File: config.mk
export PLATFORM = sky130hd
export DESIGN_NAME = dmem_lsu_flat
export DESIGN_NICKNAME = d
export VERILOG_FILES = /design/src/rtl/dmem_lsu_pkg.sv /design/src/rtl/dmem_lsu_if.sv /design/src/rtl/dmem_lsu_align.sv /design/src/rtl/dmem_lsu.sv /design/src/flat_wrapper.sv
export SDC_FILE = /design/constraint.sdc
export NUM_CORES = 1
export LEC_CHECK = 0
export CORE_MARGIN = 2
export CORE_UTILIZATION = 41
export CTS_CLUSTER_SIZE = 30
export DETAILED_ROUTE_END_ITERATION = 8
export HOLD_SLACK_MARGIN = 0.08
export PLACE_DENSITY_LB_ADDON = 0.25
export SKIP_CTS_REPAIR_TIMING = 1
export SKIP_LAST_GASP = 1
export SYNTH_ARGS = -nofsm -noshare
export SYNTH_HDL_FRONTEND = slang
export SYNTH_SLANG_ARGS = --single-unit
File: constraint.sdc
create_clock -name clk -period 2.5 [get_ports clk]
set_input_delay 0.5 -clock clk [delete_from_list [all_inputs] [get_ports clk]]
set_output_delay 0.5 -clock clk [all_outputs]
set_load 0.01 [all_outputs]
File: src/rtl/dmem_lsu_pkg.sv
// Shared load/store op encodings, FSM state type and op-classification helpers.
// Latency: none (definitions only).
// Backpressure: n/a.
package dmem_lsu_pkg;

  // Encodings shared with the control unit's load_store_op output.
  typedef enum logic [2:0] {
    LS_LW  = 3'b000,
    LS_SB  = 3'b001,
    LS_SH  = 3'b010,
    LS_SW  = 3'b011,
    LS_LB  = 3'b100,
    LS_LH  = 3'b101,
    LS_LBU = 3'b110,
    LS_LHU = 3'b111
  } ls_op_e;

  typedef enum logic [1:0] {
    S_IDLE = 2'd0,
    S_REQ  = 2'd1,
    S_RESP = 2'd2,
    S_HOLD = 2'd3
  } lsu_state_e;

  function automatic logic op_is_store(input logic [2:0] op);
    return (op == LS_SB) || (op == LS_SH) || (op == LS_SW);
  endfunction

  function automatic logic op_is_half(input logic [2:0] op);
    return (op == LS_LH) || (op == LS_LHU) || (op == LS_SH);
  endfunction

  function automatic logic op_is_word(input logic [2:0] op);
    return (op == LS_LW) || (op == LS_SW);
  endfunction

endpackage

File: src/rtl/dmem_lsu_if.sv
// Word-addressed data-memory bus between the LSU (master) and the SRAM (slave).
// Latency: n/a (signal bundle).
// Backpressure: req is held by the master until the slave pulses ack.
interface dmem_lsu_if #(
  parameter int WIDTH = 32
);
  logic             req;
  logic             we;
  logic [WIDTH-3:0] addr;
  logic [3:0]       be;
  logic [WIDTH-1:0] wdata;
  logic [WIDTH-1:0] rdata;
  logic             ack;

  modport master (output req, we, addr, be, wdata, input rdata, ack);
  modport slave  (input req, we, addr, be, wdata, output rdata, ack);
endinterface

File: src/rtl/dmem_lsu_align.sv
// Byte-lane alignment: store byte enables/replication, load extraction/extension, misalign detect.
// Latency: purely combinational.
// Backpressure: none.
module dmem_lsu_align
  import dmem_lsu_pkg::*;
#(
  parameter int WIDTH = 32
) (
  input  logic [2:0]       op,
  input  logic [1:0]       a,
  input  logic [WIDTH-1:0] wdata,
  input  logic [WIDTH-1:0] mem_rdata,
  output logic [3:0]       be,
  output logic [WIDTH-1:0] wdata_lane,
  output logic [WIDTH-1:0] rdata_ext,
  output logic             misalign
);

  logic [WIDTH-1:0] shifted;

  // Move the addressed byte/half down to bit 0 before extension.
  assign shifted = mem_rdata >> {a, 3'b000};

  // Lane selection for stores and sign/zero extension for loads.
  always_comb begin
    be         = 4'b1111;
    wdata_lane = wdata;
    rdata_ext  = shifted;
    misalign   = (op_is_half(op) && a[0]) || (op_is_word(op) && (a != 2'b00));
    case (op)
      LS_SB: begin
        be         = 4'b0001 << a;
        wdata_lane = {(WIDTH/8){wdata[7:0]}};
      end
      LS_SH: begin
        be         = 4'b0011 << a;
        wdata_lane = {(WIDTH/16){wdata[15:0]}};
      end
      LS_LB:  rdata_ext = {{(WIDTH-8){shifted[7]}}, shifted[7:0]};
      LS_LBU: rdata_ext = {{(WIDTH-8){1'b0}}, shifted[7:0]};
      LS_LH:  rdata_ext = {{(WIDTH-16){shifted[15]}}, shifted[15:0]};
      LS_LHU: rdata_ext = {{(WIDTH-16){1'b0}}, shifted[15:0]};
      default: ;
    endcase
  end

endmodule

File: src/rtl/dmem_lsu.sv
// Data-memory load/store responder: one access at a time over a req/ack word bus.
// Latency: done 2 cycles after enable with same-cycle ack; illegal access done after 1 cycle.
// Backpressure: holds mem req until ack or TIMEOUT; waits for both enables low before re-arming.
module dmem_lsu
  import dmem_lsu_pkg::*;
#(
  parameter int WIDTH   = 32,
  parameter int TIMEOUT = 16
) (
  input  logic             clk,
  input  logic             rst,
  input  logic             DM_read_en,
  input  logic             DM_write_en,
  input  logic [2:0]       load_store_op,
  input  logic [WIDTH-1:0] addr,
  input  logic [WIDTH-1:0] wdata,
  output logic [WIDTH-1:0] rdata,
  output logic             done,
  output logic             err,
  dmem_lsu_if.master       mem
);

  localparam int CW = (TIMEOUT > 2) ? $clog2(TIMEOUT) : 1;
  localparam logic [CW-1:0] CNT_LAST = CW'(TIMEOUT - 1);

  lsu_state_e       state_q, state_d;
  logic [2:0]       op_q;
  logic [WIDTH-1:0] addr_q;
  logic [WIDTH-1:0] wdata_q;
  logic             we_q;
  logic             err_q;
  logic [CW-1:0]    cnt_q;

  logic             idle;
  logic             accept;
  logic             illegal;
  logic [2:0]       op_sel;
  logic [1:0]       a_sel;
  logic [3:0]       be;
  logic [WIDTH-1:0] wdata_lane;
  logic [WIDTH-1:0] rdata_ext;
  logic             misalign;

  assign idle   = (state_q == S_IDLE);
  assign accept = idle && (DM_read_en || DM_write_en);
  // In IDLE the aligner checks the live request; afterwards it works on the latched one.
  assign op_sel = idle ? load_store_op : op_q;
  assign a_sel  = idle ? addr[1:0]     : addr_q[1:0];

  assign illegal = (DM_read_en && DM_write_en)
                 || (DM_read_en  &&  op_is_store(load_store_op))
                 || (DM_write_en && !op_is_store(load_store_op))
                 || misalign;

  dmem_lsu_align #(.WIDTH(WIDTH)) u_align (
    .op         (op_sel),
    .a          (a_sel),
    .wdata      (wdata_q),
    .mem_rdata  (mem.rdata),
    .be         (be),
    .wdata_lane (wdata_lane),
    .rdata_ext  (rdata_ext),
    .misalign   (misalign)
  );

  // State register.
  always_ff @(posedge clk or negedge rst) begin
    if (!rst) state_q <= S_IDLE;
    else      state_q <= state_d;
  end

  // Next state and Moore outputs; the memory bus is driven only while in REQ.
  always_comb begin
    state_d   = state_q;
    done      = 1'b0;
    err       = 1'b0;
    mem.req   = 1'b0;
    mem.we    = 1'b0;
    mem.addr  = '0;
    mem.be    = 4'b0000;
    mem.wdata = '0;
    case (state_q)
      S_IDLE: if (accept) state_d = illegal ? S_RESP : S_REQ;
      S_REQ: begin
        mem.req   = 1'b1;
        mem.we    = we_q;
        mem.addr  = addr_q[WIDTH-1:2];
        mem.be    = be;
        mem.wdata = wdata_lane;
        if (mem.ack || (cnt_q == CNT_LAST)) state_d = S_RESP;
      end
      S_RESP: begin
        done    = 1'b1;
        err     = err_q;
        state_d = S_HOLD;
      end
      S_HOLD: if (!DM_read_en && !DM_write_en) state_d = S_IDLE;
      default: state_d = S_IDLE;
    endcase
  end

  // Request capture, timeout counting and load result register.
  always_ff @(posedge clk or negedge rst) begin
    if (!rst) begin
      op_q    <= 3'b000;
      addr_q  <= '0;
      wdata_q <= '0;
      we_q    <= 1'b0;
      err_q   <= 1'b0;
      cnt_q   <= '0;
      rdata   <= '0;
    end else if (accept) begin
      op_q    <= load_store_op;
      addr_q  <= addr;
      wdata_q <= wdata;
      we_q    <= DM_write_en;
      err_q   <= illegal;
      cnt_q   <= '0;
    end else if (state_q == S_REQ) begin
      cnt_q <= cnt_q + 1'b1;
      if (mem.ack) begin
        if (!we_q) rdata <= rdata_ext;
      end else if (cnt_q == CNT_LAST) begin
        err_q <= 1'b1;
      end
    end
  end

endmodule

File: src/flat_wrapper.sv
// flat-port wrapper written by rule: the top's interface ports become plain ports
module dmem_lsu_flat import dmem_lsu_pkg::*;
#(
  parameter int WIDTH   = 32,
  parameter int TIMEOUT = 16
)
  (clk, rst, DM_read_en, DM_write_en, load_store_op, addr, wdata, rdata, done, err, mem_req, mem_we, mem_addr, mem_be, mem_wdata, mem_rdata, mem_ack);
  dmem_lsu_if #(.WIDTH(WIDTH)) mem_i ();
  input  logic clk;
  input  logic rst;
  input  logic DM_read_en;
  input  logic DM_write_en;
  input  logic [2:0] load_store_op;
  input  logic [WIDTH-1:0] addr;
  input  logic [WIDTH-1:0] wdata;
  output logic [WIDTH-1:0] rdata;
  output logic done;
  output logic err;
  output wire logic [$bits(mem_i.req)-1:0] mem_req;
  output wire logic [$bits(mem_i.we)-1:0] mem_we;
  output wire logic [$bits(mem_i.addr)-1:0] mem_addr;
  output wire logic [$bits(mem_i.be)-1:0] mem_be;
  output wire logic [$bits(mem_i.wdata)-1:0] mem_wdata;
  input wire logic [$bits(mem_i.rdata)-1:0] mem_rdata;
  input wire logic [$bits(mem_i.ack)-1:0] mem_ack;
  assign mem_req = mem_i.req;
  assign mem_we = mem_i.we;
  assign mem_addr = mem_i.addr;
  assign mem_be = mem_i.be;
  assign mem_wdata = mem_i.wdata;
  assign mem_i.rdata = mem_rdata;
  assign mem_i.ack = mem_ack;
  dmem_lsu #(.WIDTH(WIDTH), .TIMEOUT(TIMEOUT)) u_core (.clk(clk), .rst(rst), .DM_read_en(DM_read_en), .DM_write_en(DM_write_en), .load_store_op(load_store_op), .addr(addr), .wdata(wdata), .rdata(rdata), .done(done), .err(err), .mem(mem_i));
endmodule
==> results by group, run 1 <==
Power and ir drop
  – Sum of internal, switching and leakage power: 11700 µW
  – Peak ir drop on the vdd network: 0.539 mV
  – Leak: 0.00490 µW
  – Cell Pwr Density: 1310 nW/µm²

Flow run
  – Max-capacitance violation count: 0

STA
  – Setup slack of the critical path after layout: -0.370 ns
  – Minimum clock period after layout: 2.87 ns
  – Fmax: 348 MHz
  – Final-layout setup total negative slack: -11.07 ns
  – Final count of hold timing violations: 0
  – Setup violators final: 53
  – Worst Max-Slew Pin Slew: 0.576 ns
  – Share of the cycle needed by the critical path after routing: 1.15
  – Headroom to the max-slew limit: 0.616
  – Unrepaired setup endpoints after global routing: true
  – Worst clock skew: 0.00546 ns
  – Max-slew violations: 0

Place
  – Number of placed instances, taps included: 1078
  – Count of port buffers added during placement: 205
  – Post-DP HPWL: 12700 µm
  – Pre-CTS WS: -0.691 ns
  – Final weighted congestion in routability-driven placement: 0.889

Worst setup path
  – Depth of the most critical reg-to-reg path: 12
  – Setup CP Type: flip-flop to primary output
  – Register-to-register path setup slack: -0.13 ns
  – CP startpoint kind: flip-flop
  – Data required time at the worst endpoint: 2.00 ns
  – Buffer and inverter count on the worst path: 3
  – Cell family contributing the most delay on the critical path: buffers and inverters
  – Cells along the critical path: inv_2 -> ha_4 -> mux2_4 -> or2_4 -> a21oi_4 -> buf_12 -> nand2_1 -> a21boi_2 -> dlymetal6s2s_1
  – Crit-path max cell delay: 0.41 ns
  – Largest fanout on the critical path: 25
  – Worst path slowest cell: dfrtp_1
  – Destination of the worst register-to-register timing path: u_core.rdata[20]$_DFFE_PN0P_
  – Arrival time worst endpoint: 2.37 ns
  – Reg-to-reg critical path startpoint: u_core.state_q[1]$_DFFE_PN0P_
  – Critical path endpoint category: primary output

Die
  – Die outline height: 122 µm
  – Area of the die: 14800 µm²
  – Die X-Extent: 122 µm
  – Boundary pin count: 206
  – Starting density of the core: 0.424
  – Site row count: 42
  – Core Box Area: 13400 µm²

Layout
  – Fin util: 0.666
  – Net total in the final layout: 1040
  – Share of post-route cells with drive strength above 1: 0.167
  – Most frequent standard cell in the layout excluding fill and tap cells: nand2_1
  – Area added between synthesis and finish: 57.1%
  – Commonest non-fill, non-tap cells in the layout: 273 x nand2_1, 137 x clkdlybuf4s50_1, 107 x dfrtp_1
  – Final cell count without fillers: 1109
  – Inserted Diodes: 0

Clock tree
  – Insertion delay of the later-clocked pin in the worst-skew pair: 0.35 ns
  – Maximum level of the CTS H-tree: 3
  – Max Root-Sink Buffers: 2
  – Clock slew at the register clock pins of the worst setup and hold paths: 0.07 ns
  – Total clock buffers created by CTS: 9
  – Root buffer cell: clkbuf_16
  – Number of clock sinks seen by CTS: 107
  – CTS tree: built

Logic synthesis
  – Mapped Cells: 691
  – Synthesized area: 5680 µm²
  – Share of async-settable or async-resettable flops after synthesis: 1.00
  – Post-Syn Nets: 800
  – Sequential area share after synthesis: 0.472
  – Number of flops mapped to enable cells by yosys: 0
  – Number of distinct standard cells referenced by the synthesized netlist: 49
  – Number of synthesized register bits: 107
  – Avg Inst Size Synth: 8.22 µm²
  – Yosys warnings: 0
  – Synth Flop Type: dfrtp_1

Routing
  – Total iterations of the first detailed-routing run: 5
  – Total routed wirelength: 18600 µm
  – DRC: 0
  – Count of antenna-violating nets left after detailed routing: 0
  – Detailed router's first-iteration violation count: 393
  – Vias per Instance: 5.20
  – Via Count: 5764
  – Routed length per instance: 16.8 µm

Worst hold path
  – Worst Hold Class: primary input to async pin

Run status
  – Violations in the final reports: negative setup slack
  – Status: finished, violations left

Global routing
  – Antenna violations before repair: 0
  – Grt ovf: 0
  – Number of global-route vias before repair: 5486
  – Largest net degree at the start of global routing: 72
  – First-pass GRT wire length: 27100 µm
  – Global Route Usage Sum: 0.233
==> power by group <==
group / internal (µW) / switching, µW / leakage (µW) / total [µW]
Combinational: 3480 / 3630 / 0.00346 / 7110
Sequential: 2580 / 601 / 0.00131 / 3180
Clock: 759 / 609 / 0.000130 / 1370
==> layout make-up <==
| type | instances | area, µm² |
|---|---|---|
| clock buffer | 10 | 229 |
| clock inverter | 3 | 42.5 |
| inverter | 4 | 15.0 |
| fill | 1070 | 4480 |
| timing repair buffer | 269 | 2720 |
| sequential | 107 | 2680 |
| multi-input combinational | 540 | 3020 |
| tap | 176 | 220 |
==> synth_stat cells (6+ instances only) <==
master     number  area [µm²]
nand2_1       274        1030
dfrtp_1       107        2680
nor2_1         68         255
and2_1         42         263
clkbuf_1       27         101
mux2i_1        22         220
o22a_1         16         140
nand3_1        15        75.1
a21oi_1        13        65.1
a21boi_0        9        67.6
a21oi_2         9        78.8
buf_2           9        45.0
o21ai_1         9        45.0
o2bb2ai_1       7        61.3
nor2b_1         6        37.5
o21ai_0         6        30.0
==> sequential cells by signal (all words and copies together), names as in the netlist <==
name and cells:
u_core.err_q 1, u_core.addr_q 32, u_core.we_q 1, u_core.rdata 32, u_core.cnt_q 4, u_core.op_q 3
u_core.wdata_q 32, u_core.state_q 2
==> cells by family (layout without fill, tap and decap cells) <==
family,count (synthesis),count (layout),synth area share
AND/OR/NAND/NOR,415,415,0.305
flip-flops,107,107,0.472
AO/OA/AOI/OAI,90,90,0.121
XOR/XNOR,3,3,0.00463
multiplexers,27,27,0.0514
buffers and inverters,44,286,0.0357
adder cells (fa/ha/maj),5,5,0.0110
==> through the flow <==
step           instance area [µm²]  hold WS, ns
6_report                      8920        0.105
4_1_cts                       8460        0.122
3_5_place_dp                  8180        0.454
2_1_floorplan                 5690        0.204
3_3_place_gp                  8180        0.450
5_1_grt                       8920        0.144
==> routing by layer <==
layer | global-route usage | vias to the layer above | routed length [µm]
li1 | - | 2724 | -
met1 | 0.297 | 2789 | 7750
met2 | 0.396 | 230 | 9170
met3 | 0.0534 | 21 | 1440
met4 | 0.0704 | 0 | 265
met5 | 0 | - | 0
==> worst max path at each step <==
stage / cells after the start / slack (ns) / startpoint / to
global route: 9 / -0.46 / u_core.state_q[1]$_DFFE_PN0P_ / mem_wdata[20]
CTS: 9 / -0.89 / u_core.state_q[0]$_DFFE_PN0P_ / mem_wdata[22]
global placement: 8 / -0.66 / load_store_op[0] / mem_wdata[10]
detailed placement: 8 / -0.69 / load_store_op[0] / mem_wdata[22]
finish: 9 / -0.37 / u_core.state_q[1]$_DFFE_PN0P_ / mem_wdata[22]
floorplan: 9 / 0.009 / u_core.state_q[0]$_DFFE_PN0P_ / mem_wdata[21]
No activity file was read; power rests on OpenSTA's default activity.
==> run 2: changes to the inputs <==
--- a/config.mk
+++ b/config.mk
@@ -16,3 +16,4 @@
 export SYNTH_ARGS = -nofsm -noshare
 export SYNTH_HDL_FRONTEND = slang
 export SYNTH_SLANG_ARGS = --single-unit
+export TNS_END_PERCENT = 10
==> run 2 against run 1 <==
- the flow still finishes with violations (negative setup slack)
- power is 3.9% lower
- first-iteration DRC count shrank 17%
- combinational power shrank 6.3%
- die area unchanged
- global-route usage shrank 0.066 points
- worst setup slack gained 0.031 ns
- sequential power is essentially flat
- routed wire length down 7.2%
- critical path type unchanged
- highest routed layer unchanged
==> results by group, run 2 (synthesized netlist as in run 1, its figures left out) <==
Run status
  – Status: finished, violations left
  – Violations in the final reports: negative setup slack

Layout
  – Inserted Diodes: 0 (unchanged)
  – Most frequent standard cell in the layout excluding fill and tap cells: nand2_1
  – Top flop regs: u_core.addr_q: 32 flops, u_core.rdata: 32 flops, u_core.wdata_q: 32 flops
  – Share of post-route cells with drive strength above 1: 0.143 (-0.0243)
  – Area added between synthesis and finish: 51.3%
  – Commonest non-fill, non-tap cells in the layout: 273 x nand2_1, 176 x clkdlybuf4s50_1, 107 x dfrtp_1
  – Filler Cells Inserted: 1106 (+3.4%)
  – Net total in the final layout: 1028 (-1.2%)
  – Post-route design area: 8590 µm² (-3.7%)

Worst setup path
  – Largest fanout on the critical path: 6 (-76%)
  – CP startpoint kind: flip-flop
  – Data required time at the worst endpoint: 2.00 ns (about the same)
  – Logic depth of the worst path, buffers included: 10 (+1)
  – Crit-path max cell delay: 0.40 ns (about the same)
  – Last element of the critical path: mem_wdata[13]
  – Critical path endpoint category: primary output
  – Arrival time worst endpoint: 2.34 ns (-0.03 ns)
  – Reg-to-reg critical path startpoint: u_core.state_q[1]$_DFFE_PN0P_
  – Cells along the critical path: inv_2 -> ha_4 -> mux2_4 -> or2_4 -> a21oi_4 -> buf_6 -> clkbuf_16 -> nor2_1 -> nor2_1 -> buf_2
  – Worst path most repeated cell: nor2_1
  – Cell family contributing the most delay on the critical path: buffers and inverters
  – Worst path slowest cell: dfrtp_1
  – Depth of the most critical reg-to-reg path: 10 (-2)
  – Crit path launch: u_core.state_q[1]$_DFFE_PN0P_
  – Register-to-register path setup slack: -0.06 ns (+0.07 ns)
  – Destination of the worst register-to-register timing path: u_core.rdata[23]$_DFFE_PN0P_
  – Buffer and inverter count on the worst path: 4 (+1)
  – Setup CP Type: flip-flop to primary output

Routing
  – Vias per Instance: 5.11 (-1.7%)
  – DRC: 0 (unchanged)
  – Count of antenna-violating nets left after detailed routing: 0 (unchanged)
  – Total routed wirelength: 17300 µm (-7.2%)
  – Detailed router's first-iteration violation count: 328 (-17%)
  – Total iterations of the first detailed-routing run: 5 (unchanged)
  – Via Count: 5621 (-2.5%)
  – Routed length per instance: 15.7 µm (-6.5%)

Clock tree
  – Insertion delay of the later-clocked pin in the worst-skew pair: 0.35 ns (about the same)
  – Total clock buffers created by CTS: 9 (unchanged)
  – Number of clock sinks seen by CTS: 107 (unchanged)
  – CTS tree: built
  – Max Root-Sink Buffers: 2 (unchanged)
  – Root buffer cell: clkbuf_16
  – Clock slew at the register clock pins of the worst setup and hold paths: 0.07 ns (about the same)
  – Maximum level of the CTS H-tree: 3 (unchanged)

STA
  – Setup slack of the critical path after layout: -0.339 ns (+0.0310 ns)
  – Unrepaired setup endpoints after global routing: true
  – Max-slew violations: 0 (unchanged)
  – Worst Max-Slew Pin Slew: 0.714 ns (+0.138 ns)
  – Worst clock skew: 0.00796 ns (+0.00250 ns)
  – Share of the cycle needed by the critical path after routing: 1.14 (-0.0124)
  – Headroom to the max-slew limit: 0.524 (-0.0917)
  – Fmax: 352 MHz (+1.1%)
  – Final count of hold timing violations: 0 (unchanged)
  – Minimum clock period after layout: 2.84 ns (-0.0310 ns)
  – Setup violators final: 90 (+70%)

Die
  – Core Box Area: 13400 µm² (unchanged)
  – Die X-Extent: 122 µm (unchanged)
  – Starting density of the core: 0.424 (unchanged)
  – Area of the die: 14800 µm² (unchanged)
  – Die outline height: 122 µm (unchanged)
  – Boundary pin count: 206 (unchanged)
  – Site row count: 42 (unchanged)

Power and ir drop
  – Cell Pwr Density: 1300 nW/µm² (-0.20%)
  – Portion of total power attributed to sequential cells: 0.281 (+0.008)
  – Peak ir drop on the vdd network: 0.622 mV (+15%)
  – Leak: 0.00414 µW (-16%)
  – Sum of internal, switching and leakage power: 11200 µW (-3.9%)
  – Reported net switching power: 4640 µW (-4.1%)
  – Relative contribution of the clock network to total power: 0.124 (+0.007)
  – Net Sw Frac: 0.414 (-0.000686)
  – Internal Pwr Total: 6560 µW (-3.8%)
  – Proportion of power drawn by combinational gates: 0.594 (-0.016)

Global routing
  – Global Route Usage Sum: 0.232 (-0.000664)
  – First-pass GRT wire length: 27200 µm (+0.35%)
  – Antenna violations before repair: 1 (+1)
  – Number of global-route vias before repair: 5533 (+0.86%)
  – Largest net degree at the start of global routing: 70 (-2.8%)
  – Grt ovf: 0 (unchanged)

Flow run
  – Max-capacitance violation count: 0 (unchanged)

Place
  – Pre-CTS WS: -0.801 ns (-0.109 ns)
  – Final weighted congestion in routability-driven placement: 0.914 (+2.8%)
  – Post-DP HPWL: 12600 µm (-0.95%)
  – Post-DP Area: 8210 µm² (+0.26%)
  – Count of port buffers added during placement: 205 (unchanged)

Worst hold path
  – Worst Hold Class: primary input to async pin
-- run 2: cell count changes in the layout (fill, tap and decap cells not counted), sizes merged --
cell	change
dlymetal6s2s	-40
inv	+2
bufinv	-1
clkinvlp	+1
clkinv	-1
clkbuf	+5
clkdlybuf4s50	+39
buf	-14
-- run 2: layout make-up --
| type | count | area (µm²) | area share |
|---|---|---|---|
| multi-input cells | 540 | 2920 | 0.340 |
| clock buffers | 12 | 256 | 0.0299 |
| flip-flops and latches | 107 | 2680 | 0.312 |
| inverters | 4 | 15.0 | 0.00175 |
| clock inverters | 4 | 32.5 | 0.00379 |
| repair buffers | 257 | 2470 | 0.287 |
| well taps | 176 | 220 | 0.0256 |
-- run 2: metal layers --
metal	GRT usage	wire (µm)
met1	0.295	7290
met2	0.395	8500
met3	0.0492	1150
met4	0.0783	331
met5	0	0
-- run 2: worst min-delay path by stage --
| stage | from | cells past startpoint | slack (ns) | end |
|---|---|---|---|---|
| floorplan | rst | 0 | 0.20 | u_core.addr_q[0]$_DFFE_PN0P_ |
| global placement | u_core.addr_q[28]$_DFFE_PN0P_ | 2 | 0.45 | u_core.addr_q[28]$_DFFE_PN0P_ |
| detailed placement | u_core.addr_q[7]$_DFFE_PN0P_ | 2 | 0.46 | u_core.addr_q[7]$_DFFE_PN0P_ |
| CTS | rst | 1 | 0.22 | u_core.rdata[13]$_DFFE_PN0P_ |
| global route | rst | 1 | 0.25 | u_core.rdata[11]$_DFFE_PN0P_ |
| finish | rst | 1 | 0.19 | u_core.rdata[8]$_DFFE_PN0P_ |
-- run 2: through the flow --
step	util	cells	hold WS (ns)	setup TNS (ns)
finish	0.641	1100	0.192	-18.23
global route	0.641	1100	0.246	-26.21
CTS	0.634	1095	0.219	-35.14
detailed placement	0.612	1079	0.456	-22.86
global placement	0.612	1079	0.450	-20.55
floorplan	-	691	0.204	-0.204
-- run 2: power by group through the flow --
| stage | Combinational (µW) | Sequential [µW] | Clock (µW) |
|---|---|---|---|
| 2_1_floorplan | 3460 | 3120 | 0 |
| 3_3_place_gp | 6200 | 3130 | 0 |
| 3_5_place_dp | 6370 | 3140 | 0 |
| 4_1_cts | 6390 | 3130 | 1420 |
| 5_1_grt | 7270 | 3250 | 1490 |
| 6_report | 6660 | 3150 | 1390 |
